### config.mk
export PLATFORM = sky130hd
export DESIGN_NAME = display_scan_ctrl
export DESIGN_NICKNAME = d
export VERILOG_FILES = /design/src/rtl/display_scan_ctrl_pkg.sv /design/src/rtl/bcd7seg_dec.sv /design/src/rtl/display_scan_ctrl.sv
export SDC_FILE = /design/constraint.sdc
export NUM_CORES = 1
export LEC_CHECK = 0
export CAP_MARGIN = 20
export CORE_UTILIZATION = 30
export DETAILED_ROUTE_END_ITERATION = 6
export PLACE_DENSITY = 0.59
export SETUP_SLACK_MARGIN = 0.02
export SKIP_CTS_REPAIR_TIMING = 1
export SLEW_MARGIN = 20
export SYNTH_ARGS = -nofsm -noshare
export SYNTH_HDL_FRONTEND = slang
export SYNTH_SLANG_ARGS = --single-unit
### constraint.sdc
create_clock -name clk -period 3.45 [get_ports clk]
set_clock_uncertainty 0.2 [all_clocks]
set_input_delay 0.69 -clock clk [delete_from_list [all_inputs] [get_ports clk]]
set_output_delay 0.69 -clock clk [all_outputs]
set_load 0.01 [all_outputs]
### src/rtl/display_scan_ctrl_pkg.sv
// Shared definitions for the display scan controller.
// Segment byte layout is {A,B,C,D,E,F,G,DP}, active-high, bit 7 = A.
package display_scan_ctrl_pkg;

    // Segment patterns for the decimal digits (DP bit always clear here)
    localparam logic [7:0] SEG_0   = 8'hFC;
    localparam logic [7:0] SEG_1   = 8'h60;
    localparam logic [7:0] SEG_2   = 8'hDA;
    localparam logic [7:0] SEG_3   = 8'hF2;
    localparam logic [7:0] SEG_4   = 8'h66;
    localparam logic [7:0] SEG_5   = 8'hB6;
    localparam logic [7:0] SEG_6   = 8'hBE;
    localparam logic [7:0] SEG_7   = 8'hE0;
    localparam logic [7:0] SEG_8   = 8'hFE;
    localparam logic [7:0] SEG_9   = 8'hF6;
    localparam logic [7:0] SEG_OFF = 8'h00;

    // Position of the decimal point inside the segment byte
    localparam int SEG_DP_BIT = 0;

    // Scan sequencer states
    typedef enum logic [1:0] {
        IDLE  = 2'd0,
        BLANK = 2'd1,
        SHOW  = 2'd2
    } scan_state_e;

endpackage

### src/rtl/bcd7seg_dec.sv
// BCD to 7-segment decoder. Pure combinational; codes 10..15 light nothing.
// The DP bit of the output is always clear; the caller merges it in.
module bcd7seg_dec
    import display_scan_ctrl_pkg::*;
(
    input  logic [3:0] bcd_i,
    output logic [7:0] seg_o
);

    // Table lookup of the segment pattern for one digit
    always_comb begin
        case (bcd_i)
            4'd0:    seg_o = SEG_0;
            4'd1:    seg_o = SEG_1;
            4'd2:    seg_o = SEG_2;
            4'd3:    seg_o = SEG_3;
            4'd4:    seg_o = SEG_4;
            4'd5:    seg_o = SEG_5;
            4'd6:    seg_o = SEG_6;
            4'd7:    seg_o = SEG_7;
            4'd8:    seg_o = SEG_8;
            4'd9:    seg_o = SEG_9;
            default: seg_o = SEG_OFF;
        endcase
    end

endmodule

### src/rtl/display_scan_ctrl.sv
// Time-multiplexed scan controller for a bank of common-cathode 7-segment
// digits on one shared segment bus. Each slot starts with BLANK_CYC dead
// cycles (anodes off) followed by the decoded digit. The BCD word is
// snapshotted when scanning starts and again at every frame wrap, so a frame
// never mixes old and new digits.
// Optional feature: define LEADING_ZERO_BLANK_EN to suppress segments A-G of
// leading zero digits (digit 0 is never suppressed).
module display_scan_ctrl
    import display_scan_ctrl_pkg::*;
#(
    parameter int N_DIGITS  = 4,
    parameter int SLOT_CYC  = 50000,
    parameter int BLANK_CYC = 500
) (
    input  logic                    clk,
    input  logic                    rst,
    input  logic                    enable,
    input  logic [4*N_DIGITS-1:0]   digits_bcd,
    input  logic [N_DIGITS-1:0]     dp_mask,
    output logic [7:0]              seg,
    output logic [N_DIGITS-1:0]     an,
    output logic                    frame_done
);

    localparam int CNT_W = $clog2(SLOT_CYC);
    localparam int IDX_W = (N_DIGITS > 1) ? $clog2(N_DIGITS) : 1;

    localparam logic [CNT_W-1:0] CNT_LAST  = CNT_W'(SLOT_CYC - 1);
    localparam logic [CNT_W-1:0] BLANK_LIM = CNT_W'(BLANK_CYC);
    localparam logic [IDX_W-1:0] IDX_LAST  = IDX_W'(N_DIGITS - 1);

    // With no dead time a slot opens straight into SHOW
    localparam scan_state_e SLOT_ENTRY = (BLANK_CYC == 0) ? SHOW : BLANK;

    scan_state_e          state_q, state_d;
    logic [CNT_W-1:0]     cnt_q, cnt_d;
    logic [IDX_W-1:0]     idx_q, idx_d;
    logic [3:0]           snap_q [N_DIGITS];
    logic [3:0]           snap_d [N_DIGITS];
    logic [N_DIGITS-1:0]  snap_dp_q, snap_dp_d;
    logic [7:0]           seg_q, seg_d;
    logic [N_DIGITS-1:0]  an_q, an_d;
    logic                 frame_done_q, frame_done_d;

    logic [3:0]           digit_in [N_DIGITS];
    logic [CNT_W-1:0]     cnt_inc;
    logic                 slot_end;
    logic                 frame_wrap;
    logic [3:0]           cur_bcd;
    logic [7:0]           dec_seg;
    logic                 lz_blank;

    // Unpack the BCD input bus into per-digit nibbles
    genvar gi;
    generate
        for (gi = 0; gi < N_DIGITS; gi++) begin : g_unpack
            assign digit_in[gi] = digits_bcd[4*gi +: 4];
        end
    endgenerate

    assign cnt_inc    = cnt_q + 1'b1;
    assign slot_end   = (cnt_q == CNT_LAST);
    assign frame_wrap = slot_end && (idx_q == IDX_LAST);

    // State, counter, index and snapshot registers
    always_ff @(posedge clk) begin
        if (rst) begin
            state_q   <= IDLE;
            cnt_q     <= '0;
            idx_q     <= '0;
            snap_dp_q <= '0;
            for (int i = 0; i < N_DIGITS; i++) begin
                snap_q[i] <= 4'd0;
            end
        end else begin
            state_q   <= state_d;
            cnt_q     <= cnt_d;
            idx_q     <= idx_d;
            snap_q    <= snap_d;
            snap_dp_q <= snap_dp_d;
        end
    end

    // Next-state logic: slot timing, digit stepping, snapshot capture
    always_comb begin
        state_d   = state_q;
        cnt_d     = cnt_q;
        idx_d     = idx_q;
        snap_d    = snap_q;
        snap_dp_d = snap_dp_q;
        if (!enable) begin
            state_d = IDLE;
            cnt_d   = '0;
            idx_d   = '0;
        end else begin
            case (state_q)
                IDLE: begin
                    state_d   = SLOT_ENTRY;
                    cnt_d     = '0;
                    idx_d     = '0;
                    snap_d    = digit_in;
                    snap_dp_d = dp_mask;
                end
                BLANK, SHOW: begin
                    if (slot_end) begin
                        state_d = SLOT_ENTRY;
                        cnt_d   = '0;
                        if (frame_wrap) begin
                            idx_d     = '0;
                            snap_d    = digit_in;
                            snap_dp_d = dp_mask;
                        end else begin
                            idx_d = idx_q + 1'b1;
                        end
                    end else begin
                        cnt_d   = cnt_inc;
                        state_d = (cnt_inc < BLANK_LIM) ? BLANK : SHOW;
                    end
                end
                default: begin
                    state_d = IDLE;
                    cnt_d   = '0;
                    idx_d   = '0;
                end
            endcase
        end
    end

    assign cur_bcd = snap_d[idx_d];

    bcd7seg_dec u_dec (
        .bcd_i (cur_bcd),
        .seg_o (dec_seg)
    );

`ifdef LEADING_ZERO_BLANK_EN
    logic [N_DIGITS-1:0] lz_mask;
    logic                lz_run;

    // Mark digits that are zero and have only zeros above them
    always_comb begin
        lz_mask = '0;
        lz_run  = 1'b1;
        for (int j = N_DIGITS - 1; j >= 1; j--) begin
            lz_run     = lz_run && (snap_d[j] == 4'd0);
            lz_mask[j] = lz_run;
        end
    end

    assign lz_blank = lz_mask[idx_d];
`else
    assign lz_blank = 1'b0;
`endif

    // Output values for the upcoming cycle, registered alongside the state
    always_comb begin
        an_d         = '0;
        seg_d        = SEG_OFF;
        frame_done_d = 1'b0;
        if (state_d == SHOW) begin
            an_d[idx_d]       = 1'b1;
            seg_d             = lz_blank ? SEG_OFF : dec_seg;
            seg_d[SEG_DP_BIT] = snap_dp_d[idx_d];
        end
        if (state_d != IDLE) begin
            frame_done_d = (cnt_d == CNT_LAST) && (idx_d == IDX_LAST);
        end
    end

    // Output registers
    always_ff @(posedge clk) begin
        if (rst) begin
            seg_q        <= SEG_OFF;
            an_q         <= '0;
            frame_done_q <= 1'b0;
        end else begin
            seg_q        <= seg_d;
            an_q         <= an_d;
            frame_done_q <= frame_done_d;
        end
    end

    assign seg        = seg_q;
    assign an         = an_q;
    assign frame_done = frame_done_q;

endmodule

==> impl_metrics.ini <==
[outcome]
status = completed

[grt]
grt_pass1_wl_um = 9397
globalRouteTotalUtil_pct = 13.16
grt-ovfl-total = 0
use_met1_pct = 16.35
grt_max_degree = 25
grt_pass1_vias = 2098
use_met2_pct = 22.64
grt.busiest_layer = met2
met3_usage_pct = 2.449
antenna_found_initial = 0

[clock_network]
path_clk_slew_ns = 0.09
root_buffer = clkbuf_8
cts_max_level = 2
cts_sinks = 53
clk_latency_ns = 0.30
cts_tree = built
cts_buffers = 5
clockBufferDepth = 2

[die]
rows = 33
io_pins = 36
dieArea_um2 = 9213
die_w_um = 95.99
coreArea_um2 = 8382
start_util_pct = 31.62
die_h_um = 95.99

[detailed_routing]
viasPerCell = 4.851
wirelength_um = 5505
drtIter0Drc = 74
wire_per_inst_um = 12.80
final_antenna_net_count = 0
firstDrtPassIters = 5
vias = 2086
drc = 0

[setup_path]
cp_cell_sequence = nand3_2, nor2_4, mux2_2, a31oi_1, nor4bb_1, buf_4, or4_1, nand4bb_1, o21ai_1
max_stage_delay_ns = 0.63
critPathArrivalTime_ns = 3.20
critical_path_class = reg2reg
crit_buf_inv = 1
crit_path_end_kind = register
crit_family = simple AND/OR/NAND/NOR gates
worstPathRequired_ns = 3.49
cp_max_fo = 9
slowest_stage = or4_1
startpoint_type = register

[synth]
synth_flop_cell = dfxtp_1
avgSynthCellArea_um2 = 9.364
synth_xor_area_share_pct = 5.288
synth_cell_type_count = 56
yosys_warnings = 0
synth_area_um2 = 2650
muxShareOfSynthArea_pct = 6.704
synth_top_family_by_area = simple AND/OR/NAND/NOR gates
synth-simple-area-share_pct = 22.76
ys_top_cells_by_area = dfxtp_1 40%, nor2_1 6.1%, a22oi_1 5.9%, ha_1 4.7%, mux2i_1 4.2%
synth_top_cell_by_area = dfxtp_1
synthArstFlopShare_pct = 0
synth_edf_count = 0
ys_ff_latch = 53
synth_top_cell_area_share_pct = 40.04
syn_inst = 283
synthAdderAreaFrac_pct = 4.721
synth-compound-area-share_pct = 14.73
synth_fp_nets = 316
synth_sequential_area_ratio_pct = 40.04

[power_and_ir_drop]
comb_power_share_pct = 10.7
p_switching_uw = 273.8
p_seq_share_pct = 52.4
intPower_uw = 927.8
powerDensity_nw_per_um2 = 365.2
p_sw_share_pct = 22.79
p_leak_uw = 0.001197
p_clk_share_pct = 36.9
peakVddDrop_mv = 0.2288

[placed_design]
port_buffers = 35
dp_hpwl_um = 4083
place.gp.congestion = 0.8224
place_area_um2 = 3152
placed_cells = 421

[sta]
final_max_slew_viol_count = 0
hold_viol_final = 0
slew_headroom_pct = 58.86
worstMarginPinSlew_ns = 0.6115
fin_crit_ns = 3.165
finalCritPeriodShare_pct = 91.75
report.final.setup_viol = 0
fmax_mhz = 315.9
rsz0062_at_grt = false

[final_layout]
nFillCells = 828
drive_gt1_share_pct = 12.92
regArea_um2 = 1061
final_util_pct = 39.26
finalInstanceArea_um2 = 3291
area_delta_synth_final_pct = 24.17
num-nets-final = 357
multiInputGateArea_um2 = 1448
fin_cells = 430
antenna_cells = 0

[job]
max_cap_viol_count = 0

[hold_path]
hp-class = reg2reg
==> flip-flops by register name, summed over array words and instances (netlist names) <==
register,count
seg,8
snap_q,16
an,4
snap_dp_q,4
idx_q,2
frame_done,1
state_q,2
cnt_q,16
==> path summary, 6_finish.rpt <==
| path | to | start | cells after the start | slack [ns] |
|---|---|---|---|---|
| worst max-delay path | seg[7] | cnt_q[4] | 9 | 0.28 |
| worst min-delay path | cnt_q[0] | cnt_q[0] | 1 | 0.28 |
| worst max register to register | seg[7] | cnt_q[4] | 9 | 0.28 |
| worst min register to register | cnt_q[0] | cnt_q[0] | 1 | 0.28 |
==> final cells by class <==
class / instances / area share, %
Clock inverter: 2 / 1.141
Inverter: 12 / 1.369
Timing Repair Buffer: 53 / 14.75
Tap cell: 105 / 3.992
Multi-Input combinational cell: 199 / 43.99
Sequential cell: 53 / 32.24
Clock buffer: 6 / 2.510
==> cells in the mapped netlist (5+ instances only) <==
cell,instances
ha_1,10
buf_2,8
nand2_1,9
xor2_1,6
a21oi_1,5
mux2i_1,11
nor2b_1,5
inv_1,11
a22oi_1,21
dfxtp_1,53
xnor2_1,10
nand4_1,6
clkbuf_1,7
nor2_1,43
==> stage by stage <==
| stage | hold WS, ns | TNS, ns | power [uW] | setup WS (ns) |
|---|---|---|---|---|
| 2_1_floorplan | 0.2367 | 0 | 718.9 | 0.3483 |
| 3_3_place_gp | 0.2562 | 0 | 771.7 | 0.005352 |
| 3_5_place_dp | 0.2656 | -0.04455 | 773.2 | -0.03504 |
| 4_1_cts | 0.2842 | 0 | 1222 | 0.1897 |
| 5_1_grt | 0.2980 | 0 | 1256 | 0.02248 |
| 6_report | 0.2845 | 0 | 1202 | 0.2847 |
==> cell families after synthesis <==
logic type,count (synthesis)
multiplexers,16
flip-flops,53
AND/OR/NAND/NOR,105
XOR/XNOR,16
adder cells (fa/ha/maj),10
buffers and inverters,31
AO/OA/AOI/OAI,52
==> layout by cell type (no fill, tap or decap), types with 3 or more instances in the layout <==
master           netlist  layout
dfxtp_1               53      53
nor2_1                43      43
clkdlybuf4s50_1        0      35
a22oi_1               21      21
buf_4                  1      18
inv_1                 11      11
mux2i_1               11      11
xnor2_1               10      10
ha_1                  10      10
nand2_1                9       9
nand4_1                6       6
xor2_1                 6       6
clkbuf_8               0       6
nor2b_1                5       5
a21oi_1                5       5
and3_1                 4       4
nand3_1                4       4
nor4_1                 4       4
o21ai_0                4       4
o21ai_1                4       4
nand2b_1               3       3
a211oi_1               3       3
nor3_1                 3       3
nor3b_1                3       3
mux2_1                 3       3
==> power groups by stage <==
| stage | logic, uW | clock network (uW) | registers [uW] |
|---|---|---|---|
| 2_1_floorplan | 75.9 | 0 | 643 |
| 3_3_place_gp | 128 | 0 | 644 |
| 3_5_place_dp | 129 | 0 | 644 |
| 4_1_cts | 130 | 462 | 630 |
| 5_1_grt | 143 | 482 | 631 |
| 6_report | 128 | 444 | 630 |
==> metal layers <==
layer	vias to the layer above	wire (um)
met5	-	0
met2	43	2675
met1	956	2644
met4	0	29
met3	2	155
li1	1085	-
Note: power is estimated with default switching activity, not from simulation.
==> variant, RTL diff (same settings) <==
The parameter `SLOT_CYC` goes from 50000 to 100000.
--- a/src/rtl/display_scan_ctrl.sv
+++ b/src/rtl/display_scan_ctrl.sv
@@ -9,7 +9,7 @@
     import display_scan_ctrl_pkg::*;
 #(
     parameter int N_DIGITS  = 4,
-    parameter int SLOT_CYC  = 50000,
+    parameter int SLOT_CYC  = 100000,
     parameter int BLANK_CYC = 500
 ) (
     input  logic                    clk,
Function: no difference found for any inputs over 10 cycles, from zero or initial values and one cycle with rst high; that may be too few to reach the edited logic, so the function may still have changed.
==> variant against the unedited design <==
- area after synthesis grew 14%
- power fell by 3.0%
- synthesized cell count grew 31%
- wire length rose by 36%
- sequential cell count rose by 1
- design area grew 13%
- worst setup slack got worse by 0.044 ns
- global-route usage rose by 1.6 points
- combinational power grew 8%
- critical path type unchanged
- largest cell class unchanged
==> variant: results (changes against the unedited design) <==
DRT Pass-1 Iters -> 4 (was 5)
Max clock buf depth -> 2 (unchanged)
Area contributors post-synth -> dfxtp_1 36%, nor2_1 7.7%, ha_1 4.1% (was dfxtp_1 40%, nor2_1 6.1%, a22oi_1 5.9%)
Min-Delay Path Class -> reg -> reg (unchanged)
Critical Path Max Stage Delay -> 0.55 ns (was 0.63 ns)
GRT overflow -> 0 (unchanged)
CP startpoint -> cnt_q[0] (was cnt_q[4])
Detailed Place HPWL -> 5580 um (was 4080 um)
antenna cells -> 0 (unchanged)
pre-CTS setup slack -> -0.0568 ns (was -0.0350 ns)
Final nets -> 444 (was 357)
largest net degree at the start of global routing -> 22 (was 25)
Clock Tree Root -> clkbuf_8 (unchanged)
max reg flops -> 17
first-pass GRT wire length -> 12100 um (was 9400 um)
CTS Buf Count -> 5 (unchanged)
top cells by count, synth -> 62 x nor2_1, 54 x dfxtp_1, 29 x nand2_1 (was 53 x dfxtp_1, 43 x nor2_1, 21 x a22oi_1)
CP arrival -> 3.24 ns (was 3.20 ns)
worst vdd ir -> 0.200 mV (was 0.229 mV)
sw frac -> 0.254 (was 0.228)
dominant cell type by area after synthesis -> dfxtp_1 (unchanged)
gr usage total -> 0.148 (was 0.132)
H-tree levels -> 2 (unchanged)
sequential-to-total area share from yosys stat -> 0.357 (was 0.400)
Hold Path Origin -> cnt_q[0] (unchanged)
post-synth cell types -> 60 (was 56)
via count -> 2743 (was 2086)
Rel. slew slack -> 0.656 (was 0.589)
fillers -> 1021 (was 828)
Largest delay share family, worst path -> simple AND/OR/NAND/NOR gates (unchanged)
DRT iter0 DRCs -> 113 (was 74)
RD Place Congestion -> 0.851 (was 0.822)
vias in the first global route -> 2616 (was 2098)
placed inst area -> 0.00360 mm^2 (was 0.00315 mm^2)
clock transition at the registers of the reported paths -> 0.11 ns (was 0.09 ns)
initial antenna violation count -> 0 (unchanged)
Pleak -> 1.30 nW (was 1.20 nW)
Critical Path Fanout Max -> 7 (was 9)
asr flop ratio synth -> 0 (unchanged)
slowest cell on the critical path -> or4_4 (was or4_1)
Reg with most FFs -> cnt_q
status -> complete, no violations (unchanged)
layout cells sized above 1 -> 0.117 (was 0.129)
port bufs -> 35 (unchanged)
final wirelength -> 7470 um (was 5510 um)
post-synth net total -> 403 (was 316)
[variant: cell type report]
| cell class | instances | area, um^2 | share of cell area |
|---|---|---|---|
| clock buffer | 6 | 82.6 | 0.0222 |
| clock inverter | 2 | 17.5 | 0.00472 |
| inverter | 11 | 41.3 | 0.0111 |
| multi-input combinational | 282 | 1810 | 0.487 |
| sequential | 54 | 1080 | 0.291 |
| tap | 133 | 166 | 0.0448 |
| timing repair buffer | 57 | 515 | 0.139 |
[variant: layer usage]
| metal | global-route usage | wire length [um] | share of wire |
|---|---|---|---|
| met5 | 0 | 0 | 0 |
| met4 | 0.0484 | 106 | 0.014 |
| met3 | 0.0328 | 397 | 0.053 |
| met2 | 0.252 | 3420 | 0.46 |
| met1 | 0.184 | 3540 | 0.47 |
[variant: cell families after synthesis]
| kind of cell | share of synthesized area |
|---|---|
| muxes | 0.00331 |
| xor gates and xnor gates | 0.0637 |
| and+or+nand+nor | 0.302 |
| adders and majority gates | 0.0413 |
| DFF | 0.357 |
| buffers and inverters | 0.0500 |
| AOI/OAI and AO/OA | 0.182 |
[variant: final timing paths]
kind | endpoint | slack, ns | cells after the start
setup / recovery | seg[1] | 0.24 | 10
hold / removal | cnt_q[0] | 0.27 | 1
setup reg to reg | seg[1] | 0.24 | 10
hold reg to reg | cnt_q[0] | 0.27 | 1
[variant: through the flow]
step	setup TNS (ns)	hold slack (ns)	instances
floorplan	0	0.248	370
global placement	-0.211	0.274	537
detailed placement	-0.287	0.288	537
CTS	0	0.313	545
global route	0	0.304	545
finish	0	0.271	545
[variant: power groups by stage]
stage                     registers, mW  logic [mW]  clock network (mW)
after global placement            0.656       0.136                   0
after detailed placement          0.657       0.137                   0
after CTS                         0.642       0.138               0.401
final                             0.642       0.138               0.386
after global routing              0.644       0.152               0.428
after floorplan                   0.655      0.0829                   0
